==> config.mk <==
export PLATFORM = sky130hd
export DESIGN_NAME = grid_clear_ctrl
export DESIGN_NICKNAME = d
export VERILOG_FILES = /design/src/rtl/tetris_pkg.sv /design/src/rtl/grid_row_shifter.sv /design/src/rtl/grid_clear_ctrl.sv
export SDC_FILE = /design/constraint.sdc
export NUM_CORES = 1
export LEC_CHECK = 0
export BUFFER_PORTS_ARGS = -buffer_cell sky130_fd_sc_hd__buf_2
export CAP_MARGIN = 20
export CELL_PAD_IN_SITES_DETAIL_PLACEMENT = 1
export CELL_PAD_IN_SITES_GLOBAL_PLACEMENT = 1
export CORE_AREA = 10 10 240 242
export CTS_CLUSTER_DIAMETER = 50
export DETAILED_ROUTE_END_ITERATION = 7
export DIE_AREA = 0 0 250 252
export PLACE_DENSITY_LB_ADDON = 0.1
export SLEW_MARGIN = 25
export SYNTH_ARGS = -nofsm -noshare
export SYNTH_HDL_FRONTEND = slang
export SYNTH_SLANG_ARGS = --single-unit
==> constraint.sdc <==
create_clock -name clk -period 19.75 [get_ports clk]
set_input_delay 3.95 -clock clk [delete_from_list [all_inputs] [get_ports clk]]
set_output_delay 3.95 -clock clk [all_outputs]
set_load 0.005 [all_outputs]
==> src/rtl/tetris_pkg.sv <==
// Shared playfield geometry, controller state encoding and row-occupancy helper.
// The LINE_FLASH_EN build uses FLASH_CYCLES/FCNT_W for the pre-removal highlight.
package tetris_pkg;

    localparam int unsigned COLS         = 10;
    localparam int unsigned ROWS         = 30;
    localparam int unsigned GRID_W       = COLS * ROWS;
    localparam int unsigned TOP_ROWS     = 2;
    localparam int unsigned FLASH_CYCLES = 24;
    localparam int unsigned ROW_W        = $clog2(ROWS);
    localparam int unsigned IDX_W        = $clog2(GRID_W);
    localparam int unsigned CNT_W        = 5;
    localparam int unsigned FCNT_W       = $clog2(FLASH_CYCLES + 1);

    typedef enum logic [2:0] {
        ST_IDLE  = 3'd0,
        ST_SCAN  = 3'd1,
        ST_FLASH = 3'd2,
        ST_SHIFT = 3'd3,
        ST_DONE  = 3'd4
    } state_t;

    // True when every cell of the given row is occupied.
    function automatic logic row_full(input logic [GRID_W-1:0] g, input logic [ROW_W-1:0] row);
        logic [IDX_W-1:0] base;
        logic [COLS-1:0]  cells;
        base  = IDX_W'(row) * IDX_W'(COLS);
        cells = g[base +: COLS];
        return &cells;
    endfunction

endpackage

==> src/rtl/grid_row_shifter.sv <==
// Combinational row removal: rows 1..i_row take the row above, row 0 empties,
// rows below i_row pass through unchanged.
module grid_row_shifter
    import tetris_pkg::*;
(
    input  logic [GRID_W-1:0] i_grid,
    input  logic [ROW_W-1:0]  i_row,
    output logic [GRID_W-1:0] o_grid
);

    assign o_grid[0 +: COLS] = '0;

    for (genvar k = 1; k < ROWS; k++) begin : g_row
        assign o_grid[k*COLS +: COLS] = (ROW_W'(k) > i_row) ? i_grid[k*COLS +: COLS]
                                                            : i_grid[(k-1)*COLS +: COLS];
    end

endmodule

==> src/rtl/grid_clear_ctrl.sv <==
// Playfield owner: merges locked pieces, removes full rows bottom-up, flags game over.
// Optional LINE_FLASH_EN holds each full row highlighted for FLASH_CYCLES before removal.
module grid_clear_ctrl
    import tetris_pkg::*;
(
    input  logic              clk,
    input  logic              rst,
    input  logic              restart,
    input  logic              lock_valid,
    input  logic [GRID_W-1:0] lock_mask,
    output logic              lock_ready,
    output logic [GRID_W-1:0] grid,
    output logic [ROWS-1:0]   flash_rows,
    output logic              clear_done,
    output logic [CNT_W-1:0]  lines_cleared,
    output logic              collision,
    output logic              game_over
);

    state_t            r_state;
    logic [ROW_W-1:0]  r_row;
    logic [CNT_W-1:0]  r_count;
    logic [GRID_W-1:0] r_grid;
    logic              r_lock_ready;
    logic              r_clear_done;
    logic [CNT_W-1:0]  r_lines;
    logic              r_collision;
    logic              r_game_over;
    logic [GRID_W-1:0] w_shifted;
    logic              w_top_occ;

    grid_row_shifter u_shifter (
        .i_grid (r_grid),
        .i_row  (r_row),
        .o_grid (w_shifted)
    );

    assign w_top_occ = |r_grid[TOP_ROWS*COLS-1:0];

`ifdef LINE_FLASH_EN
    logic [ROWS-1:0]   r_flash_rows;
    logic [FCNT_W-1:0] r_fcnt;
    assign flash_rows = r_flash_rows;

    always_ff @(posedge clk or posedge rst) begin
        if (rst) begin
            r_flash_rows <= '0;
            r_fcnt       <= '0;
        end else if (restart) begin
            r_flash_rows <= '0;
            r_fcnt       <= '0;
        end else if (r_state == ST_SCAN && row_full(r_grid, r_row)) begin
            r_flash_rows[r_row] <= 1'b1;
            r_fcnt              <= '0;
        end else if (r_state == ST_FLASH) begin
            if (r_fcnt == FCNT_W'(FLASH_CYCLES - 1)) begin
                r_flash_rows <= '0;
            end else begin
                r_fcnt <= r_fcnt + FCNT_W'(1);
            end
        end
    end
`else
    assign flash_rows = '0;
`endif

    // Main sequencer: merge, scan/shift loop, completion reporting.
    always_ff @(posedge clk or posedge rst) begin
        if (rst) begin
            r_state      <= ST_IDLE;
            r_row        <= '0;
            r_count      <= '0;
            r_grid       <= '0;
            r_lock_ready <= 1'b1;
            r_clear_done <= 1'b0;
            r_lines      <= '0;
            r_collision  <= 1'b0;
            r_game_over  <= 1'b0;
        end else if (restart) begin
            r_state      <= ST_IDLE;
            r_row        <= '0;
            r_count      <= '0;
            r_grid       <= '0;
            r_lock_ready <= 1'b1;
            r_clear_done <= 1'b0;
            r_lines      <= '0;
            r_collision  <= 1'b0;
            r_game_over  <= 1'b0;
        end else begin
            r_clear_done <= 1'b0;
            case (r_state)
                ST_IDLE: begin
                    if (lock_valid && r_lock_ready) begin
                        r_grid       <= r_grid | lock_mask;
                        r_collision  <= r_collision | (|(r_grid & lock_mask));
                        r_row        <= ROW_W'(ROWS - 1);
                        r_count      <= '0;
                        r_lock_ready <= 1'b0;
                        r_state      <= ST_SCAN;
                    end
                end
                ST_SCAN: begin
                    if (row_full(r_grid, r_row)) begin
`ifdef LINE_FLASH_EN
                        r_state <= ST_FLASH;
`else
                        r_state <= ST_SHIFT;
`endif
                    end else if (r_row == '0) begin
                        r_clear_done <= 1'b1;
                        r_lines      <= r_count;
                        r_game_over  <= r_game_over | w_top_occ;
                        r_state      <= ST_DONE;
                    end else begin
                        r_row <= r_row - ROW_W'(1);
                    end
                end
`ifdef LINE_FLASH_EN
                ST_FLASH: begin
                    if (r_fcnt == FCNT_W'(FLASH_CYCLES - 1)) begin
                        r_state <= ST_SHIFT;
                    end
                end
`endif
                ST_SHIFT: begin
                    // Rescan the same row index: it now holds the row from above.
                    r_grid  <= w_shifted;
                    r_count <= (r_count == '1) ? r_count : r_count + CNT_W'(1);
                    r_state <= ST_SCAN;
                end
                ST_DONE: begin
                    r_lock_ready <= ~r_game_over;
                    r_state      <= ST_IDLE;
                end
                default: begin
                    r_lock_ready <= ~r_game_over;
                    r_state      <= ST_IDLE;
                end
            endcase
        end
    end

    assign lock_ready    = r_lock_ready;
    assign grid          = r_grid;
    assign clear_done    = r_clear_done;
    assign lines_cleared = r_lines;
    assign collision     = r_collision;
    assign game_over     = r_game_over;

endmodule
== Word level (Yosys, flattened, before mapping) ==
Cells that the tools add are included.

* Output and inout bits: 339
* Input bits: 304
* Register bits: 322
* Word-level logic and storage cells: 228

* Order comparisons: 29
* Bitwise operators: 5
* $add $sub $neg: 2
* Eq/ne operators: 39
* Shifts and indexed selects: 1
* Reduce and logical (&&, ||, !) cells: 49
* Multiply operators: 1
* Muxes and demuxes: 64

{| class="wikitable"
|+ Operators by type and width
! cell !! number
|-
| 300-bit 2-to-1 mux || 2
|-
| 300-bit case mux with 2 select lines || 1
|-
| 300-bit bitwise AND || 1
|-
| 300-bit OR || 1
|-
| 300-bit OR reduction || 1
|-
| 300-bit by 10-bit variable part select with 10-bit output || 1
|-
| 10-bit 2-to-1 mux || 29
|-
| 3-bit inequality test (second input constant) || 33
|-
| 3-bit AND reduction || 31
|-
| 5-bit greater-than comparator (first input constant) || 14
|-
| 5-bit 2-to-1 mux || 11
|-
| 4-bit by 5-bit greater-than comparator with 1-bit output (first input constant) || 8
|-
| 3-bit by 5-bit greater-than comparator with 1-bit output (first input constant) || 4
|-
| 5-bit case mux with 2 select lines || 2
|-
| 20-bit OR reduction || 1
|-
| 1-bit 2-to-1 mux || 13
|-
| 3-bit 2-to-1 mux || 4
|-
| 2-bit by 5-bit greater-than comparator with 1-bit output (first input constant) || 2
|-
| 10-bit AND reduction || 1
|-
| 3-bit case mux with 3 select lines || 1
|-
| 5-bit by 3-bit multiplier with 8-bit output (second input constant) || 1
|-
| 2-bit AND reduction || 4
|-
| 2-bit nonzero test || 4
|-
| 3-bit nonzero test || 2
|-
| 17 further kinds || 18
|}

== Longest topological paths before layout ==
Gate-level depths: netlist of the first run.

* Depth in word-level cells: 6
* Gate-level depth with buffers: 12
* Depth with buffers taken out: 9

== Cells and area by module ==
A second synthesis of the first run with hierarchy kept.

* Cell total of the unflattened synthesis: 2,246
* Area total of the unflattened synthesis: 20,981.4 µm²

{| class="wikitable"
|+ Modules (own cells, without submodules)
! module !! instances !! area each (µm²) !! cells an instance !! seq. area each (µm²)
|-
| grid_clear_ctrl || 1 || 17,108.9 || 1,890 || 8,059.0
|-
| grid_row_shifter || 1 || 3,872.5 || 356 || 0.0
|}

== Worst setup path before layout of the first run ==
OpenSTA, ideal clock, no wires.

* Path type: in2reg
* Start point: input port lock_mask[110]
* End point: register r_collision (netlist: collision)
* Data arrival time: 5.516 ns
* Cell stages on the path: 8
* Slack: 14.102 ns
* Required time: 19.618 ns
* Cell sequence: a22o_1 a221oi_1 nand3_1 or4_1 nor4_1 nand4_1 a31oi_1 nor2_1

* Cells in the longest elaborated chain, start to end: 6

{| class="wikitable"
|+ RTL lines
! element !! RTL line !! text
|-
| start, declared || grid_clear_ctrl.sv:10 || <nowiki>input logic [GRID_W-1:0] lock_mask,</nowiki>
|-
| 300-bit bitwise AND || grid_clear_ctrl.sv:95 || <nowiki>r_collision <= r_collision | (|(r_grid & lock_mask));</nowiki>
|-
| 300-bit OR reduction || grid_clear_ctrl.sv:95 ||
|-
| 1-bit OR || grid_clear_ctrl.sv:95 ||
|-
| 1-bit 2-to-1 mux || grid_clear_ctrl.sv:93 || <nowiki>if (lock_valid && r_lock_ready) begin</nowiki>
|-
| 1-bit 2-to-1 mux || grid_clear_ctrl.sv:91 || <nowiki>case (r_state)</nowiki>
|-
| 1-bit 2-to-1 mux || grid_clear_ctrl.sv:79 || <nowiki>end else if (restart) begin</nowiki>
|-
| end signal, assigned || grid_clear_ctrl.sv:95 ||
|-
| end, declared || grid_clear_ctrl.sv:27 || <nowiki>logic r_collision;</nowiki>
|}

No other way between the ends. The select of a mux whose other input is x is not followed.
A chain may end at the register's enable or synchronous reset.

== Final worst setup path of the first run ==
* Start point: input port restart
* End point: register r_grid[249] (netlist: grid[249])

* Cells in the longest elaborated chain, start to end: 2
* Elaborated cells between the ends (all ways): 5

{| class="wikitable"
|+ RTL lines
! element !! RTL line !! text
|-
| start, declared || grid_clear_ctrl.sv:8 || <nowiki>input logic restart,</nowiki>
|-
| 3-bit inequality test (no source line) / 3-bit nonzero test (equally long branches) || n/a ||
|-
| 3-bit AND reduction (no source line) || n/a ||
|-
| end signal, assigned || grid_clear_ctrl.sv:94 || <nowiki>r_grid <= r_grid | lock_mask;</nowiki>
|-
| end signal, assigned || grid_clear_ctrl.sv:127 || <nowiki>r_grid <= w_shifted;</nowiki>
|-
| end, declared || grid_clear_ctrl.sv:23 || <nowiki>logic [GRID_W-1:0] r_grid;</nowiki>
|}

Several ways; a longest one is shown, not always the timed one.

==> flow_summary.toml, run 1 <==
[sta]
period_needed_ns = 6.52
slew_headroom_pct = 27.0
rsz0062_at_grt = "no"
setup_tns_ns = 0
period_share_pct = 33.0
drv_slew = 0
hold_viol = 0
setup_violations = 0
worst_slew_pin_slew_ns = 1.08
layout_setup_ws_ns = 13.23
fin_skew_ns = 0.0186
max_freq_mhz = 153

[critical_path]
startpoint_type = "primary input"
timing.critical_path.buf_inv = 3
critPathKind = "in2reg"
crit_fanout = 73
arrival_ns = 7.04
required_ns = 20.27
crit_family = "buffers and inverters"
critical_path.cell_chain = "buf_6 > buf_4 > nor2_2 > a21oi_2 > buf_4 > a41o_1 > o21ai_0 > a22oi_1"
cp_slowest_cell = "buf_4"
crit_top_cell = "buf_4"
slowest_delay_ns = 0.81
end_kind = "flop"

[synth]
yosys-top-cells-area = "dfrtp_1 (40%), nor2_1 (10%), o21ai_0 (7.9%)"
async_flop_share_pct = 100
synth.distinct_cells = 67
syn_avg_cell_area_sq_um = 8.42
syn_area_sq_um = 20200
yosysMostFrequentCell = "nor2_1"
synth_top_area_share_pct = 39.7
synth_edf_count = 0
yosysSeqAreaShare_pct = 39.9
synth_flop_cell = "dfrtp_1"
synthCells = 2401
yosysWarnings = 0
yosysTopAreaCell = "dfrtp_1"
synth_commonest_cells = "nor2_1 (545), dfrtp_1 (321), o21ai_0 (321), a22oi_1 (203), clkbuf_1 (168)"
synth-seq-cells = 322

[detailed_routing]
vias = 24900
viasPerCell = 6.84
drt_iter0_drc = 3719
ant_nets = 0
wl_per_cell_um = 39.7
drtPass1Iterations = 5
drcViolationCount = 0
drt-total-wl_mm = 145

[min_path]
hp-class = "reg2reg"

[grt]
grt_first_pass_wirelength_mm = 201
grt_util_all_layers_pct = 44.1
antenna_found_initial = 18
grt_pass1_vias = 25000
overflow = 0
grt_start_max_net_pins = 166

[place]
globalplace.congestion = 1.02
port_buffers = 612
place_ws_ns = 12.59
hpwl_mm = 111

[cts]
numCtsBuffers = 51
post_cts_buffers = 0
clock_latency_ns = 0.62
root_buffer = "clkbuf_16"
cts_resized = 0
htreeDepth = 2
clk_pin_slew_ns = 0.06
hold_buffers = 0
clock-sinks = 322
cts_tree = "yes"
cts_buffer_depth = 3

[job]
max_cap_viol_count = 0

[power]
power_density_nw_per_um2 = 104
p_total_mw = 2.66
ir_drop_v = 0.0000610
p_leak_nw = 12.1

[floorplanning]
die_x_um = 250
die_h_um = 252
core_area_sq_um = 52400
start_util_pct = 38.5
rows = 84
dieArea_sq_um = 63000
io_pins = 643

[status]
run_status = "completed"

[finish]
num-nets-final = 3222
synthToLayoutAreaGrowth_pct = 26.1
fin_util_pct = 48.6
drive_above_1_share_pct = 28.0
-- path summary, 6_finish.rpt --
check,to,cells past startpoint,slack (ns),startpoint
hold / removal,lines_cleared[0],2,0.51,lines_cleared[0]
setup / recovery,grid[249],8,13.23,restart
min in group asynchronous,grid[236],2,3.47,rst
hold reg to reg,lines_cleared[0],2,0.51,lines_cleared[0]
max in group asynchronous,grid[141],4,14.14,rst
setup reg to reg,grid[249],8,15.42,r_row[1]
-- cell type report --
cell class | count | area, sq um
clock inverters | 29 | 345
inverters | 131 | 500
multi-input cells | 1750 | 10800
repair buffers | 656 | 3420
diodes | 9 | 22.5
flip-flops and latches | 322 | 8060
fillers | 6426 | 27000
clock buffers | 64 | 1450
well taps | 688 | 861
-- through the flow --
| stage | hold slack (ns) | cells | instance area (sq um) |
|---|---|---|---|
| after floorplan | 0.460 | 2430 | 20300 |
| after global placement | 0.506 | 3547 | 23600 |
| after detailed placement | 0.506 | 3547 | 23700 |
| after CTS | 0.513 | 3640 | 25400 |
| after global routing | 0.542 | 3643 | 25500 |
| final | 0.513 | 3649 | 25500 |
-- cells in the final DEF (no fill, tap or decap), types with 5 or more instances in the layout --
cell          n
buf_2       611
nor2_1      543
o21ai_0     319
dfrtp_1     319
a22oi_1     203
inv_1       125
o22a_1      120
o21a_1       96
clkbuf_16    53
nand2_1      45
buf_4        41
a21oi_1      40
a22o_1       40
mux4_2       38
a221oi_1     38
nand3_1      35
nand4_1      35
conb_1       30
mux2i_1      15
mux2_2       15
nor4_1       13
o31ai_1      11
diode_2       9
clkinv_2      9
and3_1        9
clkbuf_8      8
a31oi_1       7
clkinvlp_4    7
nor3_1        6
o2bb2ai_1     6
ha_1          6
bufinv_16     6
a21oi_2       5
inv_6         5
-- cell families after synthesis --
group,after synthesis,synth area share [%]
other cells,1,0.0185
buf+inv,358,7.56
simple gates,709,14.5
xor+xnor,1,0.0433
flops,322,39.9
fa+ha+maj,6,0.371
mux,70,6.07
compound gates,934,31.6
-- sequential cells by signal (all words and copies together), names as in the netlist --
name and cells:
grid 300, lines_cleared 5, r_count 5, r_row 5
r_state 3, clear_done 1, collision 1, game_over 1
lock_ready 1
-- tightest hold or removal path, stage by stage (launching register included) --
cell and delay [ns]:
dfrtp_1 0.37, nand2_1 0.06, o2bb2ai_1 0.05
-- report_power, final --
part | total [mW] | internal (mW) | leakage (nW) | switching (mW)
Sequential | 0.997 | 0.748 | 3.94 | 0.249
Clock | 0.976 | 0.599 | 0.868 | 0.376
Combinational | 0.686 | 0.270 | 7.32 | 0.416
-- metal layers --
metal | GRT usage, % | up-vias | share of wire, %
li1 | - | 9747 | -
met4 | 32.0 | 14 | 8.4
met3 | 13.9 | 536 | 12
met2 | 67.2 | 2052 | 44
met5 | 0 | - | 0.066
met1 | 52.1 | 12600 | 36
Note: power is estimated with default switching activity, not from simulation.
==> inputs of run 2 (changes only) <==
--- a/config.mk
+++ b/config.mk
@@ -5,14 +5,15 @@
 export SDC_FILE = /design/constraint.sdc
 export NUM_CORES = 1
 export LEC_CHECK = 0
+export ABC_AREA = 1
 export BUFFER_PORTS_ARGS = -buffer_cell sky130_fd_sc_hd__buf_2
 export CAP_MARGIN = 20
 export CELL_PAD_IN_SITES_DETAIL_PLACEMENT = 1
 export CELL_PAD_IN_SITES_GLOBAL_PLACEMENT = 1
-export CORE_AREA = 10 10 240 242
+export CORE_AREA = 10 10 264 266
 export CTS_CLUSTER_DIAMETER = 50
 export DETAILED_ROUTE_END_ITERATION = 7
-export DIE_AREA = 0 0 250 252
+export DIE_AREA = 0 0 274 276
 export PLACE_DENSITY_LB_ADDON = 0.1
 export SLEW_MARGIN = 25
 export SYNTH_ARGS = -nofsm -noshare
==> constraint.sdc (replaced) <==
create_clock -name clk -period 5.25 [get_ports clk]
set_input_delay 1.05 -clock clk [delete_from_list [all_inputs] [get_ports clk]]
set_output_delay 1.05 -clock clk [all_outputs]
set_load 0.005 [all_outputs]
==> run 2 against run 1 <==
Non-clock buffer count up 6. Synthesized cell count up 21%. First-iteration DRC count down 16%. Sequential share of layout area down 1.4 points. Critical path depth up 6. Clock power rose to 4.3 times the previous value.
==> flow_summary.toml, run 2 <==
[status]
run_status = "completed"

[finish]
fin_util_pct = 41.6
synthToLayoutAreaGrowth_pct = 27.2
mostFrequentLayoutCells = "buf_2 (612), o21ai_0 (594), nand2_1 (534)"
num-nets-final = 3711
multi_input_area_sq_um = 10700
drive_above_1_share_pct = 22.9
layout_commonest_cell = "buf_2"
fillers = 8097
largest_register_ff_count = 300
regArea_sq_um = 8060

[synth]
yosysWarnings = 0
synth.distinct_cells = 42
synth-seq-cells = 322
synthCells = 2901
syn_area_sq_um = 21000
yosysTopAreaCell = "dfrtp_1"
synth_edf_count = 0
synth_top_area_share_pct = 38.3
syn_avg_cell_area_sq_um = 7.23
async_flop_share_pct = 100
yosysSeqAreaShare_pct = 38.4
yosysMostFrequentCell = "o21ai_0"
synth_commonest_cells = "o21ai_0 (595), nand2_1 (534), inv_1 (328), dfrtp_1 (321), a22oi_1 (290)"
yosys-top-cells-area = "dfrtp_1 (38%), o21ai_0 (14%), a22oi_1 (10%)"
synth_flop_cell = "dfrtp_1"

[cts]
clock_latency_ns = 0.63
root_buffer = "clkbuf_16"
numCtsBuffers = 53
htreeDepth = 2
cts_resized = 0
cts_buffer_depth = 3
clk_pin_slew_ns = 0.06
cts_tree = "yes"
clock-sinks = 322
hold_buffers = 0
post_cts_buffers = 0

[detailed_routing]
wl_per_cell_um = 33.2
vias = 26000
ant_nets = 0
drcViolationCount = 0
drt_iter0_drc = 3117
viasPerCell = 6.02
drtPass1Iterations = 5
drt-total-wl_mm = 143

[critical_path]
end_kind = "flop"
critPathKind = "reg2reg"
critical_path.cell_chain = "inv_2 > nor2_4 > buf_4 > nand3_1 > nand2_1 > o21ai_0 > and2_0 > nand2_1 > nand3_1 > nor2_2 > nand3_1 > nand2_2 > nand2_1 > o21ai_0"
slowest_delay_ns = 0.89
crit_family = "simple AND/OR/NAND/NOR gates"
cp_num_cells = 14
required_ns = 5.79
crit_fanout = 23
rr_worst_depth = 14
arrival_ns = 4.42
timing.critical_path.buf_inv = 2
startpoint_type = "flop"
cp_slowest_cell = "nor2_4"

[power]
p_int_mw = 9.20
seq_power_share_pct = 31.1
power_density_nw_per_um2 = 716
power_switching_mw = 9.92
clkPwrFrac_pct = 21.7
combPwrFrac_pct = 47.2
ir_drop_v = 0.000502
swShare_pct = 51.9
p_leak_nw = 13.5

[floorplanning]
start_util_pct = 32.7
die_h_um = 276
rows = 93
io_pins = 643
core_area_sq_um = 64100
die_x_um = 274
dieArea_sq_um = 75600

[sta]
drv_slew = 0
period_share_pct = 74.1
fin_skew_ns = 0.0211
rsz0062_at_grt = "no"
worst_slew_pin_slew_ns = 1.47
setup_violations = 0
hold_viol = 0
period_needed_ns = 3.89
hold-worst-slack_ns = 0.389
slew_headroom_pct = 1.83
max_freq_mhz = 257

[job]
max_cap_viol_count = 0

[grt]
grt_first_pass_wirelength_mm = 202
overflow = 0
grt_util_all_layers_pct = 36.2
grt_start_max_net_pins = 229
grt_pass1_vias = 26700
antenna_found_initial = 22

[place]
globalplace.congestion = 0.967
hpwl_mm = 110
port_buffers = 612

[min_path]
hp-class = "in2async"
[run 2: changes by cell type after synthesis, moves of 95 or more]
| cell | previous run | this run |
|---|---|---|
| o21a_1 | 96 | 1 |
| nor2_1 | 545 | 189 |
| inv_1 | 127 | 328 |
| o22a_1 | 120 | 0 |
| o21ai_0 | 321 | 595 |
| nand2_1 | 45 | 534 |
[run 2: worst reg2reg max path, cell delays in order (launching register included)]
cell and delay [ns]:
dfrtp_1 0.75, inv_2 0.18, nor2_4 0.89, buf_4 0.49, nand3_1 0.16, nand2_1 0.15
o21ai_0 0.10, and2_0 0.19, nand2_1 0.13, nand3_1 0.10, nor2_2 0.15, nand3_1 0.15
nand2_2 0.19, nand2_1 0.09, o21ai_0 0.10
[run 2: cell type report]
cell class	instances	area share, %
clock inverter	35	2.04
inverter	339	4.82
tap	855	4.01
antenna	14	0.131
clock buffer	65	5.63
multi-input combinational	2023	39.9
sequential	322	30.2
timing repair buffer	662	13.2
[run 2: power groups by stage]
stage	registers, mW	logic (mW)	clock network, mW
CTS	5.83	8.90	4.16
global placement	5.84	8.68	0
floorplan	4.76	4.63	0
global route	5.98	9.77	4.27
detailed placement	5.85	8.84	0
finish	5.94	9.03	4.15
[run 2: per-stage QoR]
| stage | power [mW] | setup slack, ns | setup TNS [ns] | area, sq um | cells |
|---|---|---|---|---|---|
| after floorplan | 9.40 | -0.0940 | -30.16 | 21100 | 2930 |
| after global placement | 14.5 | 1.28 | 0 | 24600 | 4200 |
| after detailed placement | 14.7 | 1.18 | 0 | 24600 | 4200 |
| after CTS | 18.9 | 1.51 | 0 | 26600 | 4300 |
| after global routing | 20.0 | 1.27 | 0 | 26700 | 4309 |
| final | 19.1 | 1.36 | 0 | 26700 | 4315 |
[run 2: final timing paths]
path / from / end / slack [ns]
max: r_row[2] / r_row[1] / 1.36
min: rst / grid[144] / 0.39
max reg2reg: r_row[2] / r_row[1] / 1.36
min reg2reg: r_count[4] / r_count[4] / 0.52
max in group asynchronous: rst / grid[99] / 3.23
min in group clk: r_count[4] / r_count[4] / 0.52
[run 2: cell families (layout without fill, tap and decap cells)]
group,Yosys count,after routing,synth area share (%)
other,1,44,0.0179
adders and majority gates,6,6,0.358
AOI/OAI and AO/OA,1102,1102,32.5
buffers and inverters,585,1101,11.5
DFF,322,322,38.4
and+or+nand+nor,885,885,17.2
[run 2: metal layers]
layer  up-vias  part of all wire, %  track usage [%]
li1      11000                    -                -
met1     13200                   39             45.1
met2      1456                   46             57.6
met3       319                  8.9             8.73
met4        12                  5.6             18.4
met5         -                0.050                0
